--- config.mk ---
export PLATFORM = sky130hd
export DESIGN_NAME = ex_mem_stage_reg
export DESIGN_NICKNAME = d
export VERILOG_FILES = /design/src/rtl/ex_mem_stage_reg.sv
export SDC_FILE = /design/constraint.sdc
export NUM_CORES = 1
export LEC_CHECK = 0
export CAP_MARGIN = 15
export CORE_AREA = 2 2 179 181
export DETAILED_ROUTE_END_ITERATION = 7
export DIE_AREA = 0 0 181 183
export SLEW_MARGIN = 10
export SYNTH_ARGS = -nofsm -noshare
export SYNTH_HDL_FRONTEND = slang
export SYNTH_SLANG_ARGS = --single-unit
--- constraint.sdc ---
create_clock -name clk -period 7.6 [get_ports clk]
set_input_delay 0.76 -clock clk [delete_from_list [all_inputs] [get_ports clk]]
set_output_delay 0.76 -clock clk [all_outputs]
set_load 0.03 [all_outputs]
--- src/rtl/ex_mem_stage_reg.sv ---
// EX/MEM pipeline register: valid/ready handshake, two-entry skid buffer, flush, jump-target select.
// Optional back-pressure counter enabled by defining EX_MEM_STALL_CNT_EN.
module ex_mem_stage_reg #(
  parameter int DATA_W     = 32,
  parameter int REG_ADDR_W = 5
) (
  input  logic                  clk,
  input  logic                  reset,
  input  logic                  flush,
  input  logic                  in_valid,
  output logic                  in_ready,
  input  logic                  regwrite_in,
  input  logic                  MemtoReg_in,
  input  logic                  branch_in,
  input  logic                  MemRead_in,
  input  logic                  MemWrite_in,
  input  logic                  zero_in,
  input  logic                  jump_in,
  input  logic [DATA_W-1:0]     next_instr_in,
  input  logic [DATA_W-1:0]     jump_addr_in,
  input  logic [DATA_W-1:0]     alu_result_in,
  input  logic [DATA_W-1:0]     read_data2_in,
  input  logic [REG_ADDR_W-1:0] write_reg_addr_in,
  output logic                  out_valid,
  input  logic                  out_ready,
  output logic                  regwrite_out,
  output logic                  MemtoReg_out,
  output logic                  branch_out,
  output logic                  MemRead_out,
  output logic                  MemWrite_out,
  output logic                  zero_out,
  output logic [DATA_W-1:0]     next_instr_out,
  output logic [DATA_W-1:0]     alu_result_out,
  output logic [DATA_W-1:0]     read_data2_out,
  output logic [REG_ADDR_W-1:0] write_reg_addr_out,
  output logic [31:0]           stall_cnt_out
);

  typedef struct packed {
    logic                  regwrite;
    logic                  memtoreg;
    logic                  branch;
    logic                  memread;
    logic                  memwrite;
    logic                  zero;
    logic [DATA_W-1:0]     next_instr;
    logic [DATA_W-1:0]     alu_result;
    logic [DATA_W-1:0]     read_data2;
    logic [REG_ADDR_W-1:0] wr_addr;
  } entry_t;

  typedef enum logic [1:0] {EMPTY, FULL, SKID} state_t;

  state_t state, state_d;
  entry_t main_q, skid_q, in_e;
  logic   accept, drain, load_main, load_skid, skid_to_main;

  // Jump target is resolved here so only one address travels downstream.
  assign in_e = '{
    regwrite:   regwrite_in,
    memtoreg:   MemtoReg_in,
    branch:     branch_in,
    memread:    MemRead_in,
    memwrite:   MemWrite_in,
    zero:       zero_in,
    next_instr: jump_in ? jump_addr_in : next_instr_in,
    alu_result: alu_result_in,
    read_data2: read_data2_in,
    wr_addr:    write_reg_addr_in
  };

  assign in_ready  = (state != SKID);
  assign out_valid = (state != EMPTY);
  assign accept    = in_valid & in_ready;
  assign drain     = out_valid & out_ready;

  always_comb begin
    state_d      = state;
    load_main    = 1'b0;
    load_skid    = 1'b0;
    skid_to_main = 1'b0;
    if (flush) begin
      state_d = EMPTY;
    end else begin
      unique case (state)
        EMPTY: if (accept) begin
          state_d   = FULL;
          load_main = 1'b1;
        end
        FULL: begin
          if (accept && drain) begin
            load_main = 1'b1;
          end else if (accept) begin
            state_d   = SKID;
            load_skid = 1'b1;
          end else if (drain) begin
            state_d = EMPTY;
          end
        end
        SKID: if (drain) begin
          state_d      = FULL;
          skid_to_main = 1'b1;
        end
        default: state_d = EMPTY;
      endcase
    end
  end

  always_ff @(posedge clk or posedge reset) begin
    if (reset) state <= EMPTY;
    else       state <= state_d;
  end

  always_ff @(posedge clk or posedge reset) begin
    if (reset) begin
      main_q <= '0;
      skid_q <= '0;
    end else begin
      if (load_main)         main_q <= in_e;
      else if (skid_to_main) main_q <= skid_q;
      if (load_skid)         skid_q <= in_e;
    end
  end

  assign regwrite_out       = main_q.regwrite & out_valid;
  assign MemtoReg_out       = main_q.memtoreg & out_valid;
  assign branch_out         = main_q.branch   & out_valid;
  assign MemRead_out        = main_q.memread  & out_valid;
  assign MemWrite_out       = main_q.memwrite & out_valid;
  assign zero_out           = main_q.zero     & out_valid;
  assign next_instr_out     = main_q.next_instr;
  assign alu_result_out     = main_q.alu_result;
  assign read_data2_out     = main_q.read_data2;
  assign write_reg_addr_out = main_q.wr_addr;

`ifdef EX_MEM_STALL_CNT_EN
  logic [31:0] stall_cnt;
  // Saturating; flush deliberately leaves it alone.
  always_ff @(posedge clk or posedge reset) begin
    if (reset)
      stall_cnt <= '0;
    else if (out_valid && !out_ready && stall_cnt != 32'hFFFF_FFFF)
      stall_cnt <= stall_cnt + 32'd1;
  end
  assign stall_cnt_out = stall_cnt;
`else
  assign stall_cnt_out = 32'd0;
`endif

endmodule

==> results of run 1 <==
cell usage after synthesis:
cell type                  instances
sky130_fd_sc_hd__a211oi_1          1
sky130_fd_sc_hd__a21oi_1          31
sky130_fd_sc_hd__a31o_2           30
sky130_fd_sc_hd__and3_1            1
sky130_fd_sc_hd__buf_1             3
sky130_fd_sc_hd__buf_2            26
sky130_fd_sc_hd__buf_4           134
sky130_fd_sc_hd__buf_6             4
sky130_fd_sc_hd__clkbuf_1         18
sky130_fd_sc_hd__conb_1            1
sky130_fd_sc_hd__dfrtp_1         216
sky130_fd_sc_hd__inv_1            33
sky130_fd_sc_hd__mux2_1           28
sky130_fd_sc_hd__mux2_2          197
sky130_fd_sc_hd__mux2i_1          67
sky130_fd_sc_hd__nand2_1          33
sky130_fd_sc_hd__nand2_2           1
sky130_fd_sc_hd__nand2b_1          3
sky130_fd_sc_hd__nand3_1           1
sky130_fd_sc_hd__nor2_1            3
sky130_fd_sc_hd__nor2b_1           6
sky130_fd_sc_hd__nor3b_1           1
sky130_fd_sc_hd__nor3b_2           1
sky130_fd_sc_hd__o21ai_0          33
sky130_fd_sc_hd__o21bai_2          1
metrics by stage:
| step | power [mW] | area (sq um) | hold WS [ns] |
|---|---|---|---|
| CTS | 4.55 | 13600 | 0.484 |
| detailed placement | 3.36 | 12800 | 0.471 |
| finish | 4.47 | 13600 | 0.478 |
| floorplan | 3.01 | 10900 | 0.450 |
| global placement | 3.34 | 12800 | 0.463 |
| global route | 4.72 | 13600 | 0.505 |
state kept, by name, indices dropped and copies added, names as in the netlist:
signal	cells
skid_q	107
read_data2_out	32
next_instr_out	32
state	2
alu_result_out	32
write_reg_addr_out	5
main_q	6
final timing paths:
check	slack [ns]	cells past startpoint	end
setup / recovery	4.44	3	MemRead_out
hold / removal	0.48	2	skid_q[92]
setup reg to reg	4.97	5	skid_q[103]
hold reg to reg	0.48	2	skid_q[92]
max in group asynchronous	5.42	3	skid_q[29]
min in group asynchronous	0.74	2	next_instr_out[27]
layout make-up:
cell class | instances | area [sq um] | share of cell area
sequential | 216 | 5410 | 0.397
multi-input combinational | 470 | 4180 | 0.308
timing repair buffer | 262 | 2590 | 0.191
clock buffer | 39 | 728 | 0.0535
tap | 402 | 503 | 0.0370
inverter | 33 | 131 | 0.00966
clock inverter | 5 | 52.6 | 0.00386
cell families (layout without fill, tap and decap cells):
family / count (synthesis) / count (layout) / share of synthesized area
compound gates: 96 / 96 / 0.0556
mux: 292 / 292 / 0.296
other cells: 1 / 32 / 0.000346
flops: 216 / 216 / 0.499
simple gates: 50 / 50 / 0.0211
buf+inv: 218 / 339 / 0.128
layer usage:
metal / global-route usage / vias to the layer above
li1: - / 3113
met1: 0.178 / 3248
met2: 0.222 / 195
met3: 0.0461 / 28
met4: 0.0332 / 2
met5: 0 / -
critical path, stage by stage (launching register included):
cell and delay [ns]:
sky130_fd_sc_hd__dfrtp_1 0.45, sky130_fd_sc_hd__nor2_1 0.65, sky130_fd_sc_hd__nor2b_1 0.14, sky130_fd_sc_hd__clkdlybuf4s50_1 0.63
where the power goes:
group / leakage, nW / switching, mW / internal (mW)
clock network: 0.381 / 0.457 / 0.687
logic: 3.04 / 0.816 / 0.798
registers: 2.66 / 0.186 / 1.53
==> out/qor.tcl, run 1 <==
set qor(cp.required_ns) 6.84
set qor(syn2layout_area_growth_pct) 25.6
set qor(fp.coreArea_sq_mm) 0.0312
set qor(worst-endpoint-arrival_ns) 2.40
set qor(instances_no_fill) 1427
set qor(worst_setup_path_start_kind) {register}
set qor(worst_slew_pin_slew_ns) 1.01
set qor(met2_layer_wire_length_in_the_routed_design_um) 10600
set qor(synth_top_cell_by_area) {sky130_fd_sc_hd__dfrtp_1}
set qor(setup-tns-final_ns) 0
set qor(clk_latency_ns) 0.51
set qor(yosys-top-cells-area) {sky130_fd_sc_hd__dfrtp_1, sky130_fd_sc_hd__mux2_2, sky130_fd_sc_hd__buf_4}
set qor(r2r_start) {state[0]}
set qor(pwr_density_cell_mw_per_mm2) 329
set qor(clk_pin_slew_worst_paths_ns) 0.06
set qor(drc_errors) 0
set qor(post_drt_via_cell_ratio) 4.62
set qor(post_synth_instance_area_sq_mm) 0.0108
set qor(yosys.cell_types.count) 25
set qor(largest_net_degree_at_the_start_of_global_routing) 81
set qor(global_route.usage.total) 0.137
set qor(cts_htree_levels) 1
set qor(tritoncts) {done}
set qor(floorplan.initialDensity) 0.347
set qor(route.layer.met1.wl_um) 10300
set qor(max_freq_mhz) 316
set qor(ctsRootBufferMaster) {sky130_fd_sc_hd__clkbuf_16}
set qor(power_leakage_nw) 6.09
set qor(crit_type) {register to output pin}
set qor(post_route_cells_drive_above_1_share) 0.271
set qor(numClockSinks) 216
set qor(pre_cts_slack_ns) 3.98
set qor(ys_seq_area_frac) 0.499
set qor(postSynthRegisterBits) 216
set qor(dpl.cell_count) 1383
set qor(dr_total_vias) 6586
set qor(postRouteAntennaNets) 0
set qor(antenna_found_initial) 1
set qor(commonest_cells_after_routing_fill_and_taps_aside) {sky130_fd_sc_hd__clkdlybuf4s50_1, sky130_fd_sc_hd__dfrtp_1, sky130_fd_sc_hd__mux2_2}
set qor(setup_slack_ns) 4.44
set qor(relSlewSlack) 0.324
set qor(detail_route.iter0.violations) 291
set qor(final_min_period_over_clock_period) 0.416
set qor(hold_fails_final_rpt) 0
set qor(worst_hold_startpoint) {skid_q[92]}
set qor(peakVddDrop_mv) 0.196
set qor(final_common_cell) {sky130_fd_sc_hd__clkdlybuf4s50_1}
set qor(ys.warnings.count) 0
set qor(nFillCells) 2971
set qor(final-setup-viol-count) 0
set qor(setup_fix_bufs_post_cts) 0
set qor(place_congestion) 0.681
set qor(timing.critical_path.fanout_max) 7
set qor(die_w_um) 181
set qor(postSynthAreaPerCell_sq_um) 12.4
set qor(port_buffers) 253
set qor(cts_made_buffers) 25
set qor(top_cell_type_s_share_of_synthesized_area) 0.499
set qor(globalRoute.totalOverflow) 0
set qor(holdCritPathClass) {register to register}
set qor(status) {complete, no violations}
set qor(wire_per_inst_um) 16.2
set qor(max-cap-violations) 0
set qor(ioPinCount) 286
set qor(routed_wirelength_um) 23200
set qor(post-route-min-period_ns) 3.16
set qor(antenna_fix_cells) 0
set qor(cts.path.max_buffers) 3
set qor(largest_clock_skew_in_the_final_design_ns) 0.0119
set qor(die_height_um) 183
set qor(critPathCaptureType) {output pin}
set qor(rows) 65
set qor(grt_pass1_wl_um) 36700
set qor(floorplan.die_area_sq_mm) 0.0331
set qor(dr.max_layer_used) {met5}
set qor(rsz0062_at_grt) {false}
set qor(drtPass1Iterations) 5
set qor(wl_met3_um) 1780
set qor(total_count_of_max_transition_violations_in_the_final_report) 0
set qor(finalNetCount) 1153
set qor(gates_resized_cts_repair) 0
set qor(grt_pass1_vias) 6613
set qor(cts-hold-fix-buffers) 0
set qor(netlist_instances) 873
set qor(fin_util) 0.435
set qor(dpl.hpwl_um) 15100
set qor(worst_setup_path_startpoint) {state[1]}
Power figures use the tool's default switching activity.
==> run 2, diff against run 1 <==
==> constraint.sdc (replaced) <==
create_clock -name clk -period 2.95 [get_ports clk]
set_input_delay 0.295 -clock clk [delete_from_list [all_inputs] [get_ports clk]]
set_output_delay 0.295 -clock clk [all_outputs]
set_load 0.03 [all_outputs]
==> out/qor.tcl, run 2 (synthesis results as in run 1) <==
set qor(status) {complete, no violations} ;# unchanged
set qor(gates_resized_cts_repair) 0 ;# unchanged
set qor(global_route.usage.total) 0.139 ;# was 0.137
set qor(total_count_of_max_transition_violations_in_the_final_report) 0 ;# unchanged
set qor(largest_net_degree_at_the_start_of_global_routing) 119 ;# was 81
set qor(setup_fix_bufs_post_cts) 0 ;# unchanged
set qor(floorplan.initialDensity) 0.347 ;# unchanged
set qor(die_w_um) 181 ;# unchanged
set qor(r2r_start) {state[1]} ;# was state[0]
set qor(finalNetCount) 1159 ;# was 1153
set qor(cts-hold-fix-buffers) 0 ;# unchanged
set qor(postRouteAntennaNets) 0 ;# unchanged
set qor(antenna_fix_cells) 0 ;# unchanged
set qor(place_congestion) 0.684 ;# was 0.681
set qor(hold_fails_final_rpt) 0 ;# unchanged
set qor(worst_path_max_delay_cell) {sky130_fd_sc_hd__clkdlybuf4s50_1} ;# was sky130_fd_sc_hd__nor2_1
set qor(nFillCells) 2927 ;# was 2971
set qor(rows) 65 ;# unchanged
set qor(dr_total_vias) 6649 ;# was 6586
set qor(post-route-min-period_ns) 2.63
set qor(largest_clock_skew_in_the_final_design_ns) 0.00821 ;# was 0.0119 ns
set qor(die_height_um) 183 ;# unchanged
set qor(post-layout-total-power_mw) 11.7 ;# was 4.47 mW
set qor(delay_of_the_slowest_cell_on_the_worst_path_ns) 0.65 ;# about the same
set qor(tritoncts) {done} ;# unchanged
set qor(max_freq_mhz) 381
set qor(drtPass1Iterations) 4 ;# was 5
set qor(floorplan.die_area_sq_mm) 0.0331 ;# unchanged
set qor(max-cap-violations) 0 ;# unchanged
set qor(cts.path.max_buffers) 3 ;# unchanged
set qor(ctsRootBufferMaster) {sky130_fd_sc_hd__clkbuf_16} ;# unchanged
set qor(pwr_density_cell_mw_per_mm2) 851 ;# was 329 mW/mm^2
set qor(rsz0062_at_grt) {false} ;# unchanged
set qor(worst-r2r-cell-count) 6 ;# was 5
set qor(setup-tns-final_ns) 0 ;# unchanged
set qor(timing.critical_path.fanout_max) 7 ;# unchanged
set qor(worst_setup_path_startpoint) {state[1]} ;# unchanged
set qor(post_drt_via_cell_ratio) 4.64 ;# was 4.62
set qor(worst_setup_path_start_kind) {register} ;# unchanged
set qor(peakVddDrop_mv) 0.515 ;# was 0.196 mV
set qor(dpl.hpwl_um) 15600 ;# was 15100 um
set qor(crit_type) {register to output pin} ;# unchanged
set qor(clk_latency_ns) 0.51 ;# about the same
set qor(final_common_cell) {sky130_fd_sc_hd__clkdlybuf4s50_1} ;# unchanged
set qor(routed_wirelength_um) 23400 ;# was 23200 um
set qor(ioPinCount) 286 ;# unchanged
set qor(commonest_cells_after_routing_fill_and_taps_aside) {sky130_fd_sc_hd__clkdlybuf4s50_1, sky130_fd_sc_hd__dfrtp_1, sky130_fd_sc_hd__mux2_2} ;# unchanged
set qor(antenna_found_initial) 0 ;# was 1
set qor(wire_per_inst_um) 16.3 ;# was 16.2 um
set qor(critical_path.endpoint) {MemRead_out} ;# unchanged
set qor(worst-endpoint-arrival_ns) 2.33 ;# was 2.40 ns
set qor(grt_pass1_vias) 6803 ;# was 6613
set qor(final_min_period_over_clock_period) 0.890
set qor(top_register) {skid_q} ;# unchanged
set qor(cp.required_ns) 2.65 ;# was 6.84 ns
set qor(crit_buf_inv) 1 ;# unchanged
set qor(detail_route.iter0.violations) 237 ;# was 291
set qor(worst_slew_pin_slew_ns) 0.957 ;# was 1.01 ns
set qor(rr_endpoint) {next_instr_out[25]} ;# was skid_q[103]
set qor(worstPathCellList) {nor2_1 > nor2b_1 > clkdlybuf4s50_1} ;# unchanged
set qor(globalRoute.totalOverflow) 0 ;# unchanged
set qor(cts_htree_levels) 1 ;# unchanged
set qor(clk_pin_slew_worst_paths_ns) 0.06 ;# about the same
set qor(numClockSinks) 216 ;# unchanged
set qor(critPathCaptureType) {output pin} ;# unchanged
set qor(timing.critical_path.max_delay_family) {simple AND/OR/NAND/NOR gates} ;# unchanged
set qor(grt_pass1_wl_um) 37600 ;# was 36700 um
set qor(ff_latch_area_sq_mm) 0.00541 ;# unchanged
set qor(holdCritPathClass) {input port to async pin} ;# was register to register
set qor(flip_flop_count_of_the_largest_register_after_layout) 107 ;# unchanged
set qor(multi_input_area_sq_mm) 0.00418 ;# unchanged
set qor(fin_util) 0.442 ;# was 0.435
set qor(port_buffers) 253 ;# unchanged
set qor(drc_errors) 0 ;# unchanged
set qor(cts_made_buffers) 26 ;# was 25
set qor(relSlewSlack) 0.362 ;# was 0.324
set qor(post_route_cells_drive_above_1_share) 0.277 ;# was 0.271
set qor(r2r_setup_slack_ns) 0.90 ;# was 4.97 ns
set qor(fin_worst_hold_slack_ns) 0.273 ;# was 0.478 ns
set qor(cp_num_cells) 3 ;# unchanged
set qor(final-setup-viol-count) 0 ;# unchanged
set qor(power_leakage_nw) 6.18 ;# was 6.09 nW
set qor(fp.coreArea_sq_mm) 0.0312 ;# unchanged
set qor(syn2layout_area_growth_pct) 27.5 ;# was 25.6%
run 2: worst min path at each step:
| stage | endpoint | slack, ns | cells after the start |
|---|---|---|---|
| after floorplan | state[0] | 0.36 | 1 |
| after global placement | skid_q[78] | 0.46 | 2 |
| after detailed placement | skid_q[88] | 0.47 | 2 |
| after CTS | read_data2_out[11] | 0.34 | 3 |
| after global routing | read_data2_out[8] | 0.37 | 3 |
| final | read_data2_out[11] | 0.27 | 3 |
run 2: metal layers:
metal | up-vias | part of all wire | global-route usage
li1 | 3131 | - | -
met1 | 3305 | 0.44 | 0.182
met2 | 182 | 0.47 | 0.229
met3 | 31 | 0.067 | 0.0401
met4 | 0 | 0.020 | 0.0319
met5 | - | 0 | 0
run 2: final cells by class:
| type | instances | share of cell area |
|---|---|---|
| Sequential cell | 216 | 0.392 |
| Multi-Input combinational cell | 470 | 0.303 |
| Tap cell | 402 | 0.0364 |
| Timing Repair Buffer | 267 | 0.198 |
| Inverter | 33 | 0.00925 |
| Clock buffer | 42 | 0.0581 |
| Clock inverter | 4 | 0.00344 |
run 2: through the flow:
stage / area (sq um) / worst slack, ns / cells
floorplan: 10900 / -0.157 / 904
global placement: 13000 / 0.567 / 1388
detailed placement: 13000 / 0.497 / 1388
CTS: 13800 / 0.231 / 1434
global route: 13800 / 0.155 / 1434
finish: 13800 / 0.323 / 1434
run 2: power breakdown:
group / leakage [nW] / internal (mW) / switching, mW
logic: 3.11 / 2.08 / 2.10
clock network: 0.415 / 1.93 / 1.21
registers: 2.66 / 3.94 / 0.493
total: 6.18 / 7.94 / 3.81
run 2: worst reg2reg max path: stages (launching register included):
cell and delay, ns:
sky130_fd_sc_hd__dfrtp_1 0.45, sky130_fd_sc_hd__nor3b_4 0.29, sky130_fd_sc_hd__buf_4 0.32, sky130_fd_sc_hd__buf_4 0.42, sky130_fd_sc_hd__a21oi_1 0.14, sky130_fd_sc_hd__a31o_2 0.22, sky130_fd_sc_hd__mux2i_1 0.13
